===== src/rtl/fetch_sequencer_if.sv =====
// rtl/fetch_sequencer_if.sv - instruction-memory read port and decode output slot
interface fetch_sequencer_if;
    logic        imem_req;
    logic [15:0] imem_addr;
    logic        imem_ack;
    logic [15:0] imem_rdata;
    logic [15:0] instr;
    logic [15:0] instr_pc;
    logic        instr_valid;
    logic        instr_ready;

    modport master (
        output imem_req,
        output imem_addr,
        input  imem_ack,
        input  imem_rdata,
        output instr,
        output instr_pc,
        output instr_valid,
        input  instr_ready
    );

    modport slave (
        input  imem_req,
        input  imem_addr,
        output imem_ack,
        output imem_rdata,
        input  instr,
        input  instr_pc,
        input  instr_valid,
        output instr_ready
    );
endinterface


===== src/rtl/fetch_sequencer.sv =====
// rtl/fetch_sequencer.sv - next-PC select and fetch control feeding a one-entry decode slot
module fetch_sequencer #(
    parameter logic [15:0] RESET_VECTOR = 16'h0000,
    parameter logic [15:0] PC_STEP      = 16'd1
) (
    input  logic                     clk,
    input  logic                     rst_n,
    input  logic [15:0]              pc,
    output logic [15:0]              pc_pre,
    output logic                     pc_ld,
    input  logic                     redirect,
    input  logic [15:0]              redirect_addr,
    input  logic                     halt,
    fetch_sequencer_if.master        bus
);

    typedef enum logic [1:0] {
        ST_BOOT   = 2'd0,
        ST_FETCH  = 2'd1,
        ST_FULL   = 2'd2,
        ST_HALTED = 2'd3
    } state_t;

    state_t      r_state;
    logic [15:0] r_instr;
    logic [15:0] r_instr_pc;
    logic        r_instr_valid;
    logic        r_discard;

    logic        w_pc_ld;
    logic [15:0] w_pc_pre;
    logic        w_capture;
    state_t      w_resume;

    assign w_capture = (r_state == ST_FETCH) && bus.imem_ack && !r_discard && !redirect;
    assign w_resume  = halt ? ST_HALTED : ST_FETCH;

    // rst_n gates the load so the PC register sees no pulse while reset is held in BOOT
    always_comb begin
        w_pc_ld  = 1'b0;
        w_pc_pre = 16'h0000;
        if (rst_n) begin
            if (r_state == ST_BOOT) begin
                w_pc_ld  = 1'b1;
                w_pc_pre = RESET_VECTOR;
            end else if (redirect) begin
                w_pc_ld  = 1'b1;
                w_pc_pre = redirect_addr;
            end else if (w_capture) begin
                w_pc_ld  = 1'b1;
                w_pc_pre = pc + PC_STEP;
            end
        end
    end

    always_ff @(posedge clk or negedge rst_n) begin
        if (!rst_n) begin
            r_state       <= ST_BOOT;
            r_instr       <= 16'h0000;
            r_instr_pc    <= 16'h0000;
            r_instr_valid <= 1'b0;
            r_discard     <= 1'b0;
        end else begin
            case (r_state)
                ST_BOOT: begin
                    r_state <= w_resume;
                end
                ST_FETCH: begin
                    if (redirect) begin
                        r_instr_valid <= 1'b0;
                        if (bus.imem_ack) begin
                            r_discard <= 1'b0;
                            r_state   <= w_resume;
                        end else begin
                            // the in-flight read must still complete before the new pc is fetched
                            r_discard <= 1'b1;
                        end
                    end else if (bus.imem_ack) begin
                        if (r_discard) begin
                            r_discard <= 1'b0;
                            r_state   <= w_resume;
                        end else begin
                            r_instr       <= bus.imem_rdata;
                            r_instr_pc    <= pc;
                            r_instr_valid <= 1'b1;
                            r_state       <= ST_FULL;
                        end
                    end
                end
                ST_FULL: begin
                    if (redirect || bus.instr_ready) begin
                        r_instr_valid <= 1'b0;
                        r_state       <= w_resume;
                    end
                end
                ST_HALTED: begin
                    r_state <= w_resume;
                end
                default: begin
                    r_state <= ST_BOOT;
                end
            endcase
        end
    end

    assign pc_pre          = w_pc_pre;
    assign pc_ld           = w_pc_ld;
    assign bus.imem_req    = (r_state == ST_FETCH);
    assign bus.imem_addr   = pc;
    assign bus.instr       = r_instr;
    assign bus.instr_pc    = r_instr_pc;
    assign bus.instr_valid = r_instr_valid;

endmodule


===== src/flat_wrapper.sv =====
// flat-port wrapper written by rule: the top's interface ports become plain ports
module fetch_sequencer_flat 
#(
    parameter logic [15:0] RESET_VECTOR = 16'h0000,
    parameter logic [15:0] PC_STEP      = 16'd1
)
  (clk, rst_n, pc, pc_pre, pc_ld, redirect, redirect_addr, halt, bus_imem_req, bus_imem_addr, bus_imem_ack, bus_imem_rdata, bus_instr, bus_instr_pc, bus_instr_valid, bus_instr_ready);
  fetch_sequencer_if bus_i ();
  input  logic clk;
  input  logic rst_n;
  input  logic [15:0] pc;
  output logic [15:0] pc_pre;
  output logic pc_ld;
  input  logic redirect;
  input  logic [15:0] redirect_addr;
  input  logic halt;
  output wire logic [$bits(bus_i.imem_req)-1:0] bus_imem_req;
  output wire logic [$bits(bus_i.imem_addr)-1:0] bus_imem_addr;
  input wire logic [$bits(bus_i.imem_ack)-1:0] bus_imem_ack;
  input wire logic [$bits(bus_i.imem_rdata)-1:0] bus_imem_rdata;
  output wire logic [$bits(bus_i.instr)-1:0] bus_instr;
  output wire logic [$bits(bus_i.instr_pc)-1:0] bus_instr_pc;
  output wire logic [$bits(bus_i.instr_valid)-1:0] bus_instr_valid;
  input wire logic [$bits(bus_i.instr_ready)-1:0] bus_instr_ready;
  assign bus_imem_req = bus_i.imem_req;
  assign bus_imem_addr = bus_i.imem_addr;
  assign bus_i.imem_ack = bus_imem_ack;
  assign bus_i.imem_rdata = bus_imem_rdata;
  assign bus_instr = bus_i.instr;
  assign bus_instr_pc = bus_i.instr_pc;
  assign bus_instr_valid = bus_i.instr_valid;
  assign bus_i.instr_ready = bus_instr_ready;
  fetch_sequencer #(.RESET_VECTOR(RESET_VECTOR), .PC_STEP(PC_STEP)) u_core (.clk(clk), .rst_n(rst_n), .pc(pc), .pc_pre(pc_pre), .pc_ld(pc_ld), .redirect(redirect), .redirect_addr(redirect_addr), .halt(halt), .bus(bus_i));
endmodule

===== config.mk =====
export PLATFORM = sky130hd
export DESIGN_NAME = fetch_sequencer_flat
export DESIGN_NICKNAME = d
export VERILOG_FILES = /design/src/rtl/fetch_sequencer_if.sv /design/src/rtl/fetch_sequencer.sv /design/src/flat_wrapper.sv
export SDC_FILE = /design/constraint.sdc
export NUM_CORES = 1
export LEC_CHECK = 0
export ABC_AREA = 1
export BUFFER_PORTS_ARGS = -buffer_cell sky130_fd_sc_hd__buf_2
export CAP_MARGIN = 20
export CORE_ASPECT_RATIO = 0.5
export CORE_UTILIZATION = 48
export DETAILED_ROUTE_END_ITERATION = 10
export GPL_ROUTABILITY_DRIVEN = 0
export PLACE_DENSITY_LB_ADDON = 0.08
export SLEW_MARGIN = 20
export SYNTH_ARGS = -nofsm -noshare
export SYNTH_HDL_FRONTEND = slang
export SYNTH_SLANG_ARGS = --single-unit

===== constraint.sdc =====
create_clock -name clk -period 2.4 [get_ports clk]
set_input_delay 0 -clock clk [delete_from_list [all_inputs] [get_ports clk]]
set_output_delay 0 -clock clk [all_outputs]
set_load 0.02 [all_outputs]

Word level (Yosys, flattened, before mapping):

Index checks and enable logic that the tools add are counted.

* bits in registers: 36
* output and inout port bits: 67
* word-level logic and storage cells: 52

* $add $sub $neg: 1
* eq/ne operators: 7
* muxes and demuxes: 23
* bitwise logic cells: 2
* reductions and logical operators: 14

Operator list (count)
* 16-bit 2-to-1 mux: 4
* 16-bit by 1-bit adder with 16-bit output (second input constant): 1
* 2-bit 2-to-1 mux: 6
* 1-bit 2-to-1 mux: 11
* 4-bit AND reduction: 2
* 2-bit case mux with 3 select lines: 1
* 2-bit equality test (second input constant): 2
* 2-bit by 1-bit inequality test with 1-bit output (second input constant): 2
* 2-bit AND reduction: 2
* 2-bit nonzero test: 2
* 1-bit logical AND: 3
* 3-bit by 2-bit inequality test with 1-bit output (second input constant): 1
* 3-bit inequality test (second input constant): 1
* 2-bit by 1-bit equality test with 1-bit output (second input constant): 1
* 1-bit zero test: 2
* 2-bit zero test: 1
* 1-bit inverter: 2
* 1-bit case mux with 2 select lines: 1
* 2-bit OR reduction: 1
* 1-bit logical OR: 1

Depth between registers and ports, before layout:

Gate-level depths: netlist of run 1.

* word-level depth: 8
* mapped depth: 9
* depth with buffers taken out: 9

Worst setup path before layout of run 1:

OpenSTA, ideal clock, no wires.

* path kind: register to output
* from: register u_core.r_state[1]
* to: output port pc_pre[8]
* data arrival time: 1.501 ns
* data required time: 2.400 ns
* path slack: 0.899 ns
* stages on the path, launching flop included: 7
* buffers on the path: 1
* cell sequence: dfrtp_1 > nor2_4 > nand2_4 > nor2_8 > buf_6 > nand3_1 > a21oi_1

* cells in the longest elaborated chain, start to end: 8
* elaborated cells between the ends (all ways): 9

RTL lines
* start: declaration: line fetch_sequencer.sv:24 `state_t r_state;`
* start signal: assignment: line fetch_sequencer.sv:66 `r_state <= w_resume;`
* start signal: assignment: line fetch_sequencer.sv:73 `r_state <= w_resume;`
* start signal: assignment: line fetch_sequencer.sv:81 `r_state <= w_resume;`
* 2-bit by 1-bit equality test with 1-bit output
* named net bus_imem_req: line flat_wrapper.sv:17 `output wire logic [$bits(bus_i.imem_req)-1:0] bus_imem_req;`
* 1-bit logical AND (3 in series): line fetch_sequencer.sv:35 `assign w_capture = (r_state == ST_FETCH) && bus.imem_ack && !r_discard && !redirect;`
* 16-bit 2-to-1 mux: line fetch_sequencer.sv:49 `end else if (w_capture) begin`
* 16-bit 2-to-1 mux: line fetch_sequencer.sv:46 `end else if (redirect) begin`
* 16-bit 2-to-1 mux: line fetch_sequencer.sv:43 `if (r_state == ST_BOOT) begin`
* 16-bit 2-to-1 mux: line fetch_sequencer.sv:42 `if (rst_n) begin`
* end: declaration: line flat_wrapper.sv:12 `output logic [15:0] pc_pre;`

The timed path passes the listed nets, and every way through them passes these cells.

Worst setup path in the final report of run 1:

* from: register u_core.r_state[1]
* to: output port pc_pre[11]

* cells in the longest elaborated chain, start to end: 8
* elaborated cells between the ends (all ways): 9

RTL lines (line)
* 2-bit by 1-bit equality test with 1-bit output: fetch_sequencer.sv:35
* 1-bit logical AND (3 in series): fetch_sequencer.sv:35
* 16-bit 2-to-1 mux: fetch_sequencer.sv:49
* 16-bit 2-to-1 mux: fetch_sequencer.sv:46
* 16-bit 2-to-1 mux *: fetch_sequencer.sv:43
* 16-bit 2-to-1 mux *: fetch_sequencer.sv:42

Mark *: on every way between the ends. The rest lies on a longest branch, timed or not.

==> flow_summary.toml, run 1 <==
[outcome]
status = "finished with violations"
violations = "design-rule violations"

[setup_path]
cp_slowest_cell = "dfrtp_1"
cp-start-kind = "register"
cp-startpoint = "u_core.r_state[1]"
cp_num_cells = 9
worstPathArrival_ns = 2.05
cpMostUsedCell = "nand3_1"
crit_family = "simple AND/OR/NAND/NOR gates"
r2r_slack_ns = 0.85
reg2reg_from = "u_core.r_state[1]"
required_ns = 2.40
reg2reg_depth = 6
worstPathMaxFanout = 21
path_class = "reg -> out"
r2r_end = "u_core.bus.instr_pc[0]"
cp-end-kind = "primary output"
path_cells = "nor2_4 -> nand2_4 -> nor2_8 -> buf_4 -> nand3_1 -> nand3_1 -> nand2_1 -> inv_1 -> buf_2"
endpoint = "pc_pre[11]"
cp_num_buf_inv = 3
max_stage_delay_ns = 0.42

[global_route]
grt_usage = 0.253
grt_pass1_vias = 2158
grt_pass1_wl_mm = 9.84
antenna_found_initial = 0
gr-total-overflow = 0
grt_max_degree = 38

[yosys]
yosys_warnings = 0
yosys.cell_types.count = 27
postSynthAreaPerCell_sq_um = 6.91
syn_area_sq_mm = 0.00220
synthCells = 319
ys_seq_area_frac = 0.409
yosys_register_bits = 36
synthesis.nets = 374

[clock_network]
htree_levels = 2
clk_pin_slew_ns = 0.07
clock-sinks = 36
cts_tree = "done"
cts_buffer_depth = 2
cts_inserted_buffers = 5
clk_latency_ns = 0.28
cts_resized = 0
post_cts_buffers = 0
cts_root_buffer = "clkbuf_8"

[routing]
vias = 2378
drcViolationCount = 16
via_per_inst = 4.78
firstDrtPassIters = 9
wl_per_cell_um = 12.0
ant_nets = 0
wirelength_mm = 5.95
drt_iter0_markers = 108

[power_and_ir_drop]
leakage_nw = 1.77
power_mw = 2.73
ir_drop_uv = 430
power.density_mw_per_mm2 = 916

[floorplanning]
die_height_um = 49.9
num_io_pins = 121
initial_core_util = 0.532
die-area_sq_mm = 0.00488
core_sq_mm = 0.00414
rows = 16
fp.dieW_um = 97.8

[timing]
setup_tns_ns = 0
clock_skew_ns = 0.00588
min_period_ns = 2.05
hold_viol = 0
maxClockFrequency_mhz = 489
worst_slew_pin_slew_ns = 0.445
fin_crit_sh = 0.852
rsz0062_at_grt = "no"
relSlewSlack = 0.703
finalMaxSlewViolations = 0
setup_viol_count_final = 0

[hold_path]
min_path_type = "in -> reg"
hold_depth = 2

[flow_run]
drv_cap = 0

[place]
hpwl_mm = 4.40
port_buffers = 120

[final_layout]
drive_above_1_share = 0.316
regArea_sq_um = 901
fill_cells = 366
layout.nets = 497
diodes = 0
syn_to_final_growth_pct = 35.2
multiInputGateArea_sq_um = 987
-- cells in the mapped netlist --
| cell | number | share of area |
|---|---|---|
| nor2_1 | 31 | 0.053 |
| a21boi_0 | 1 | 0.0034 |
| buf_2 | 4 | 0.0091 |
| buf_6 | 2 | 0.010 |
| inv_4 | 1 | 0.0028 |
| a21oi_1 | 10 | 0.023 |
| nand3_1 | 24 | 0.055 |
| o211ai_1 | 1 | 0.0034 |
| nand4_1 | 2 | 0.0057 |
| inv_1 | 34 | 0.058 |
| nor2_8 | 1 | 0.0091 |
| dfrtp_1 | 36 | 0.41 |
| clkinv_1 | 1 | 0.0017 |
| o21ai_0 | 6 | 0.014 |
| nor3_1 | 8 | 0.018 |
| inv_2 | 1 | 0.0017 |
| o21ai_2 | 3 | 0.012 |
| nand2_1 | 121 | 0.21 |
| nor2_4 | 2 | 0.010 |
| or2_2 | 1 | 0.0028 |
| clkbuf_1 | 1 | 0.0017 |
| o21ai_1 | 6 | 0.014 |
| nand2_4 | 1 | 0.0051 |
| a22oi_1 | 1 | 0.0034 |
| buf_4 | 17 | 0.058 |
| nor2_2 | 2 | 0.0057 |
| ha_1 | 1 | 0.0057 |
-- flip-flops by register name, indices dropped and copies added (netlist names) --
signal / count
u_core.bus.instr_valid: 1
u_core.bus.instr: 16
u_core.r_discard: 1
u_core.r_state: 2
u_core.bus.instr_pc: 16
-- worst min-delay path by stage --
| stage | slack, ns | from | endpoint |
|---|---|---|---|
| final | 0.0009 | bus_imem_ack | u_core.r_state[0] |
| after global routing | 0.02 | pc[8] | u_core.bus.instr_pc[8] |
| after CTS | 0.006 | bus_imem_ack | u_core.r_state[0] |
| after detailed placement | 0.14 | rst_n | u_core.bus.instr_pc[6] |
| after global placement | 0.14 | rst_n | u_core.bus.instr_pc[6] |
| after floorplan | -0.30 | rst_n | u_core.bus.instr[0] |
-- layout by cell type (no fill, tap or decap), drive strengths merged --
cell type,count
a21boi,1
a21oi,10
a22oi,1
buf,122
clkbuf,7
clkinv,2
dfrtp,36
dlygate4sd3,18
ha,1
inv,36
nand2,122
nand3,24
nand4,2
nor2,36
nor3,8
o211ai,1
o21ai,15
or2,1
-- kinds of logic after synthesis --
kind of cell | synth area share
buffers and inverters | 0.143
and+or+nand+nor | 0.370
AOI/OAI and AO/OA | 0.0721
adders and majority gates | 0.00568
DFF | 0.409
-- layer usage --
layer | up-vias | part of all wire | GRT usage
met3 | 2 | 0.064 | 0.0610
li1 | 1226 | - | -
met5 | - | 0 | 0
met4 | 0 | 0.0015 | 0.0303
met2 | 78 | 0.47 | 0.444
met1 | 1072 | 0.46 | 0.328
-- metrics by stage --
| stage | std cells | area, sq um | hold WS [ns] | util | setup WS (ns) |
|---|---|---|---|---|---|
| 6_report | 497 | 2980 | 0.000940 | 0.719 | 0.354 |
| 2_1_floorplan | 319 | 2200 | -0.296 | - | 0.899 |
| 4_1_cts | 497 | 2980 | 0.00585 | 0.719 | 0.356 |
| 5_1_grt | 497 | 2980 | 0.0196 | 0.719 | 0.144 |
| 3_5_place_dp | 471 | 2710 | 0.144 | 0.655 | 0.666 |
| 3_3_place_gp | 471 | 2710 | 0.145 | 0.655 | 0.742 |
-- layout make-up --
| cell class | count | area share |
|---|---|---|
| Sequential cell | 36 | 0.303 |
| Clock inverter | 1 | 0.00294 |
| Tap cell | 54 | 0.0227 |
| Inverter | 37 | 0.0475 |
| Timing Repair Buffer | 140 | 0.267 |
| Multi-Input combinational cell | 222 | 0.332 |
| Clock buffer | 7 | 0.0256 |
-- report_power, final --
part / internal, mW / switching (mW)
clock: 0.207 / 0.216
sequential: 0.882 / 0.148
combinational: 0.432 / 0.841
total: 1.52 / 1.21
-- timing repair --
item | CTS | global route
hold buffers | 18 | 0
endpoints found under the hold margin | 53 | 0
setup endpoints to repair | 0 | 0
(Power assumes the default switching activity.)
==> run 2, diff against run 1 <==
--- a/config.mk
+++ b/config.mk
@@ -6,11 +6,11 @@
 export NUM_CORES = 1
 export LEC_CHECK = 0
 export ABC_AREA = 1
-export BUFFER_PORTS_ARGS = -buffer_cell sky130_fd_sc_hd__buf_2
 export CAP_MARGIN = 20
 export CORE_ASPECT_RATIO = 0.5
 export CORE_UTILIZATION = 48
 export DETAILED_ROUTE_END_ITERATION = 10
+export DONT_BUFFER_PORTS = 1
 export GPL_ROUTABILITY_DRIVEN = 0
 export PLACE_DENSITY_LB_ADDON = 0.08
 export SLEW_MARGIN = 20
==> run 2 against run 1 <==
  * The run still ends with design-rule violations left
  * Non-clock buffer count decreased by 97
  * Global-route usage increased by 1.1 points
  * Fmax decreased by 6.9%
  * Highest routed layer unchanged
==> flow_summary.toml, run 2 (synthesis gave the netlist of run 1 again) <==
[routing]
firstDrtPassIters = 9
drcViolationCount = 16
drt_iter0_markers = 108
vias = 2095
ant_nets = 0
wirelength_mm = 6.22
via_per_inst = 5.22
wl_per_cell_um = 15.5

[flow_run]
drv_cap = 0

[final_layout]
post-route-util = 0.637
final_cell_mix = "nand2_1, dlygate4sd3_1, dfrtp_1, inv_1, nor2_1"
drive_above_1_share = 0.0692
instances_no_fill = 401
layout_commonest_cell = "nand2_1"
diodes = 0
multiInputGateArea_sq_mm = 0.00100
layout.nets = 401
fill_cells = 374
syn_to_final_growth_pct = 19.9
regArea_sq_um = 901

[timing]
fin_crit_sh = 0.916
min_period_ns = 2.20
rsz0062_at_grt = "no"
relSlewSlack = 0.652
maxClockFrequency_mhz = 455
finalMaxSlewViolations = 0
worst_slew_pin_slew_ns = 0.523
hold_viol = 0
setup_tns_ns = 0
clock_skew_ns = 0.00479
setup_viol_count_final = 0
setup_slack_ns = 0.203

[setup_path]
cp-startpoint = "u_core.r_state[1]"
worstPathArrival_ns = 2.20
max_stage_delay_ns = 0.42
path_cells = "nor2_4 -> nand2_4 -> nor2_8 -> inv_4 -> nor2_1 -> a21oi_1 -> nor2_1"
cp-end-kind = "primary output"
cp_num_buf_inv = 1
reg2reg_from = "u_core.r_state[1]"
cpMostUsedCell = "nor2_1"
r2r_end = "u_core.r_state[1]"
cp_slowest_cell = "dfrtp_1"
reg2reg_depth = 6
cp-start-kind = "register"
r2r_slack_ns = 0.21
worstPathMaxFanout = 37
path_class = "reg -> out"
crit_family = "simple AND/OR/NAND/NOR gates"
required_ns = 2.40

[floorplanning]
rows = 16
core_sq_mm = 0.00414
initial_core_util = 0.532
die_height_um = 49.9
num_io_pins = 121
fp.dieW_um = 97.8
die-area_sq_mm = 0.00488

[clock_network]
cts_tree = "done"
clk_latency_ns = 0.28
clk_pin_slew_ns = 0.07
cts_inserted_buffers = 5
cts_buffer_depth = 2
post_cts_buffers = 0
htree_levels = 2
cts_root_buffer = "clkbuf_8"
clock-sinks = 36

[global_route]
gr-total-overflow = 0
grt_pass1_vias = 2046
grt_max_degree = 38
grt_pass1_wl_mm = 9.92
grt_usage = 0.264
antenna_found_initial = 0

[place]
detailedPlace.worstSlack_ns = 0.426
dp_cells = 351
port_buffers = 0
hpwl_mm = 3.86

[hold_path]
hold_path_end = "bus_imem_addr[15]"
hp-start = "pc[15]"
hold_depth = 0
min_path_type = "in -> out"

[power_and_ir_drop]
leakage_nw = 1.37
power.density_mw_per_mm2 = 938
ir_drop_uv = 533

[outcome]
violations = "design-rule violations"
status = "finished with violations"
[run 2: area by class of cell]
| cell class | instances | area share |
|---|---|---|
| Multi-Input combinational cell | 223 | 0.379 |
| Sequential cell | 36 | 0.341 |
| Timing Repair Buffer | 43 | 0.165 |
| Inverter | 37 | 0.0535 |
| Clock buffer | 7 | 0.0327 |
| Tap cell | 54 | 0.0256 |
| Clock inverter | 1 | 0.00284 |
[run 2: stage by stage]
step / hold slack [ns] / instance area [sq um] / power (mW)
floorplan: -0.296 / 2200 / 1.85
global placement: -0.295 / 2110 / 1.91
detailed placement: -0.295 / 2110 / 1.93
CTS: 0.000171 / 2630 / 2.47
global route: 0.0000235 / 2640 / 2.65
finish: 0.00000966 / 2640 / 2.48
[run 2: worst max path at each step]
| stage | slack (ns) | to | cells after the start |
|---|---|---|---|
| 2_1_floorplan | 0.90 | pc_pre[8] | 6 |
| 3_3_place_gp | 0.47 | pc_pre[5] | 7 |
| 3_5_place_dp | 0.43 | pc_pre[5] | 7 |
| 4_1_cts | 0.10 | pc_pre[5] | 7 |
| 5_1_grt | 0.03 | pc_pre[0] | 7 |
| 6_report | 0.20 | pc_pre[0] | 7 |
[run 2: layer usage]
metal / track usage / routed length, um / up-vias
met2: 0.456 / 2720 / 92
met1: 0.311 / 2790 / 952
met4: 0.0808 / 159 / 0
li1: - / - / 1033
met5: 0 / 0 / -
met3: 0.0950 / 550 / 18
[run 2: timing repair]
item,4_1_cts,5_1_grt
endpoints found under the hold margin,72,0
hold buffers,41,0
gates resized for setup,0,1
setup endpoints to repair,0,2
[run 2: power breakdown]
part	internal [mW]	switching (mW)	total (mW)
sequential	0.881	0.533	1.41
clock	0.233	0.221	0.454
combinational	0.240	0.370	0.610
total	1.35	1.12	2.48
==> run 3, diff against run 2 <==
--- a/config.mk
+++ b/config.mk
@@ -5,7 +5,6 @@
 export SDC_FILE = /design/constraint.sdc
 export NUM_CORES = 1
 export LEC_CHECK = 0
-export ABC_AREA = 1
 export CAP_MARGIN = 20
 export CORE_ASPECT_RATIO = 0.5
 export CORE_UTILIZATION = 48
==> constraint.sdc (replaced) <==
create_clock -name clk -period 2.4 [get_ports clk]
set_input_delay 0.24 -clock clk [delete_from_list [all_inputs] [get_ports clk]]
set_output_delay 0.24 -clock clk [all_outputs]
set_load 0.02 [all_outputs]
==> run 3 against run 2 <==
  * The flow now finishes without violations
  * First-iteration DRC count fell by 15%
  * Clock power fell by 5.3%
  * Via count fell by 20%
  * Sequential share of layout area rose by 6.9 points
  * Wire length fell by 19%
  * Power fell by 15%
  * Synthesized area fell by 6.9%
  * Sequential power fell by 8%
  * Worst hold slack improved by 0.031 ns
==> flow_summary.toml, run 3 <==
[outcome]
status = "finished, final reports clean"

[timing]
setup_tns_ns = 0
relSlewSlack = 0.489
finalMaxSlewViolations = 0
min_period_ns = 2.22
hold_viol = 0
setup_slack_ns = 0.183
fin_crit_sh = 0.924
rsz0062_at_grt = "no"
worst_slew_pin_slew_ns = 0.764
clock_skew_ns = 0.00885
maxClockFrequency_mhz = 451
setup_viol_count_final = 0

[final_layout]
syn_to_final_growth_pct = 7.14
final_cell_mix = "nand2_1, dfrtp_1, buf_4, xnor2_1, o21ai_1"
drive_above_1_share = 0.145
layout_commonest_cell = "nand2_1"
layout.nets = 310
fill_cells = 396
diodes = 0

[clock_network]
cts_buffer_depth = 2
cts_tree = "done"
cts_inserted_buffers = 5
clk_latency_ns = 0.29
cts_root_buffer = "clkbuf_8"
cts_hold_buf = 2
clock-sinks = 36
htree_levels = 2
post_cts_buffers = 0
clk_pin_slew_ns = 0.07
cts_resized = 0

[setup_path]
required_ns = 2.16
path_class = "reg -> out"
cp_num_buf_inv = 1
cp-end-kind = "primary output"
cp-start-kind = "register"
worstPathArrival_ns = 1.98
max_stage_delay_ns = 0.44
r2r_end = "u_core.bus.instr[15]"
reg2reg_from = "u_core.r_state[1]"
cp_slowest_cell = "dfrtp_1"
cp-startpoint = "u_core.r_state[1]"
r2r_slack_ns = 0.83
crit_family = "simple AND/OR/NAND/NOR gates"
endpoint = "pc_pre[12]"
path_cells = "nand2b_2 -> nor3_4 -> nand2_1 -> o21ai_1 -> buf_4"
reg2reg_depth = 5
worstPathMaxFanout = 11
cp_num_cells = 5

[floorplanning]
rows = 16
die_height_um = 48.2
core_sq_mm = 0.00400
num_io_pins = 121
initial_core_util = 0.512
fp.dieW_um = 94.4
die-area_sq_mm = 0.00455

[routing]
firstDrtPassIters = 4
drt_iter0_markers = 92
drcViolationCount = 0
ant_nets = 0
vias = 1671
wl_per_cell_um = 16.2
via_per_inst = 5.39
wirelength_mm = 5.04

[yosys]
yosys_warnings = 0
synth_top_area_frac = 0.439
postSynthAreaPerCell_sq_um = 8.04
yosysMostFrequentCell = "nand2_1"
async_reset_ff_frac = 1.00
synth_common_cells = "nand2_1, dfrtp_1, buf_4"
synthCells = 255
synthesis.nets = 310
synth_ff_type = "dfrtp_1"
synth_area_leaders = "dfrtp_1, nand2_1, buf_4, xnor2_1, nor4_2"
yosys_register_bits = 36
yosysTopAreaCell = "dfrtp_1"
ys_seq_area_frac = 0.439
yosys.cell_types.count = 31
syn_area_sq_mm = 0.00205
synth-edff-count = 0

[flow_run]
drv_cap = 0

[hold_path]
min_path_type = "in -> reg"

[power_and_ir_drop]
power.density_mw_per_mm2 = 961
ir_drop_uv = 454
leakage_nw = 1.05

[global_route]
grt_pass1_vias = 1371
grt_max_degree = 37
gr-total-overflow = 0
grt_usage = 0.211
antenna_found_initial = 0
grt_pass1_wl_mm = 6.91

[place]
port_buffers = 0
hpwl_mm = 3.48
detailedPlace.worstSlack_ns = 0.497
==> run 3: layout make-up <==
| class | count | area [sq um] | share of cell area |
|---|---|---|---|
| Multi-Input combinational cell | 189 | 968 | 0.441 |
| Timing Repair Buffer | 19 | 158 | 0.0718 |
| Clock inverter | 3 | 18.8 | 0.00854 |
| Inverter | 4 | 15.0 | 0.00683 |
| Tap cell | 54 | 67.6 | 0.0308 |
| Clock buffer | 5 | 68.8 | 0.0313 |
| Sequential cell | 36 | 901 | 0.410 |
==> run 3: how the worst min path moves through the flow <==
stage,end,cells past startpoint,start,slack [ns]
3_5_place_dp,u_core.bus.instr_pc[11],0,rst_n,-0.05
3_3_place_gp,u_core.bus.instr_pc[11],0,rst_n,-0.05
5_1_grt,u_core.r_discard,1,bus_imem_ack,0.01
2_1_floorplan,u_core.bus.instr[0],0,rst_n,-0.06
4_1_cts,u_core.r_discard,1,bus_imem_ack,0.02
6_report,u_core.r_discard,1,bus_imem_ack,0.03
==> run 3: metrics by stage <==
| stage | area, sq um | std cells | total power [mW] | util | hold WS (ns) |
|---|---|---|---|---|---|
| 2_1_floorplan | 2050 | 255 | 1.60 | - | -0.0556 |
| 3_3_place_gp | 2080 | 300 | 1.67 | 0.519 | -0.0549 |
| 3_5_place_dp | 2080 | 300 | 1.68 | 0.519 | -0.0548 |
| 4_1_cts | 2200 | 310 | 2.14 | 0.549 | 0.0194 |
| 5_1_grt | 2200 | 310 | 2.27 | 0.549 | 0.0132 |
| 6_report | 2200 | 310 | 2.11 | 0.549 | 0.0307 |
==> run 3: power breakdown <==
group	total (mW)	internal, mW	switching [mW]
clock	0.430	0.202	0.228
sequential	1.30	0.840	0.464
combinational	0.379	0.153	0.225
==> run 3: logic make-up after synthesis <==
| logic type | after synthesis | share of synthesized area |
|---|---|---|
| and+or+nand+nor | 148 | 0.330 |
| DFF | 36 | 0.439 |
| buffers and inverters | 30 | 0.0885 |
| AOI/OAI and AO/OA | 26 | 0.0763 |
| xor gates and xnor gates | 14 | 0.0598 |
| adders and majority gates | 1 | 0.00610 |
==> run 3: worst register-to-register path: cells and delay by family, from the launching register on <==
family	cells	cell delay, ns
flip-flops	1	0.44
buffers and inverters	1	0.25
AND/OR/NAND/NOR	4	0.78
==> run 3: routing by layer <==
metal | global-route usage | vias to the layer above | wire, um
li1 | - | 806 | -
met1 | 0.257 | 774 | 2160
met2 | 0.367 | 89 | 2380
met3 | 0.0810 | 2 | 475
met4 | 0.0554 | 0 | 19
met5 | 0 | - | 0
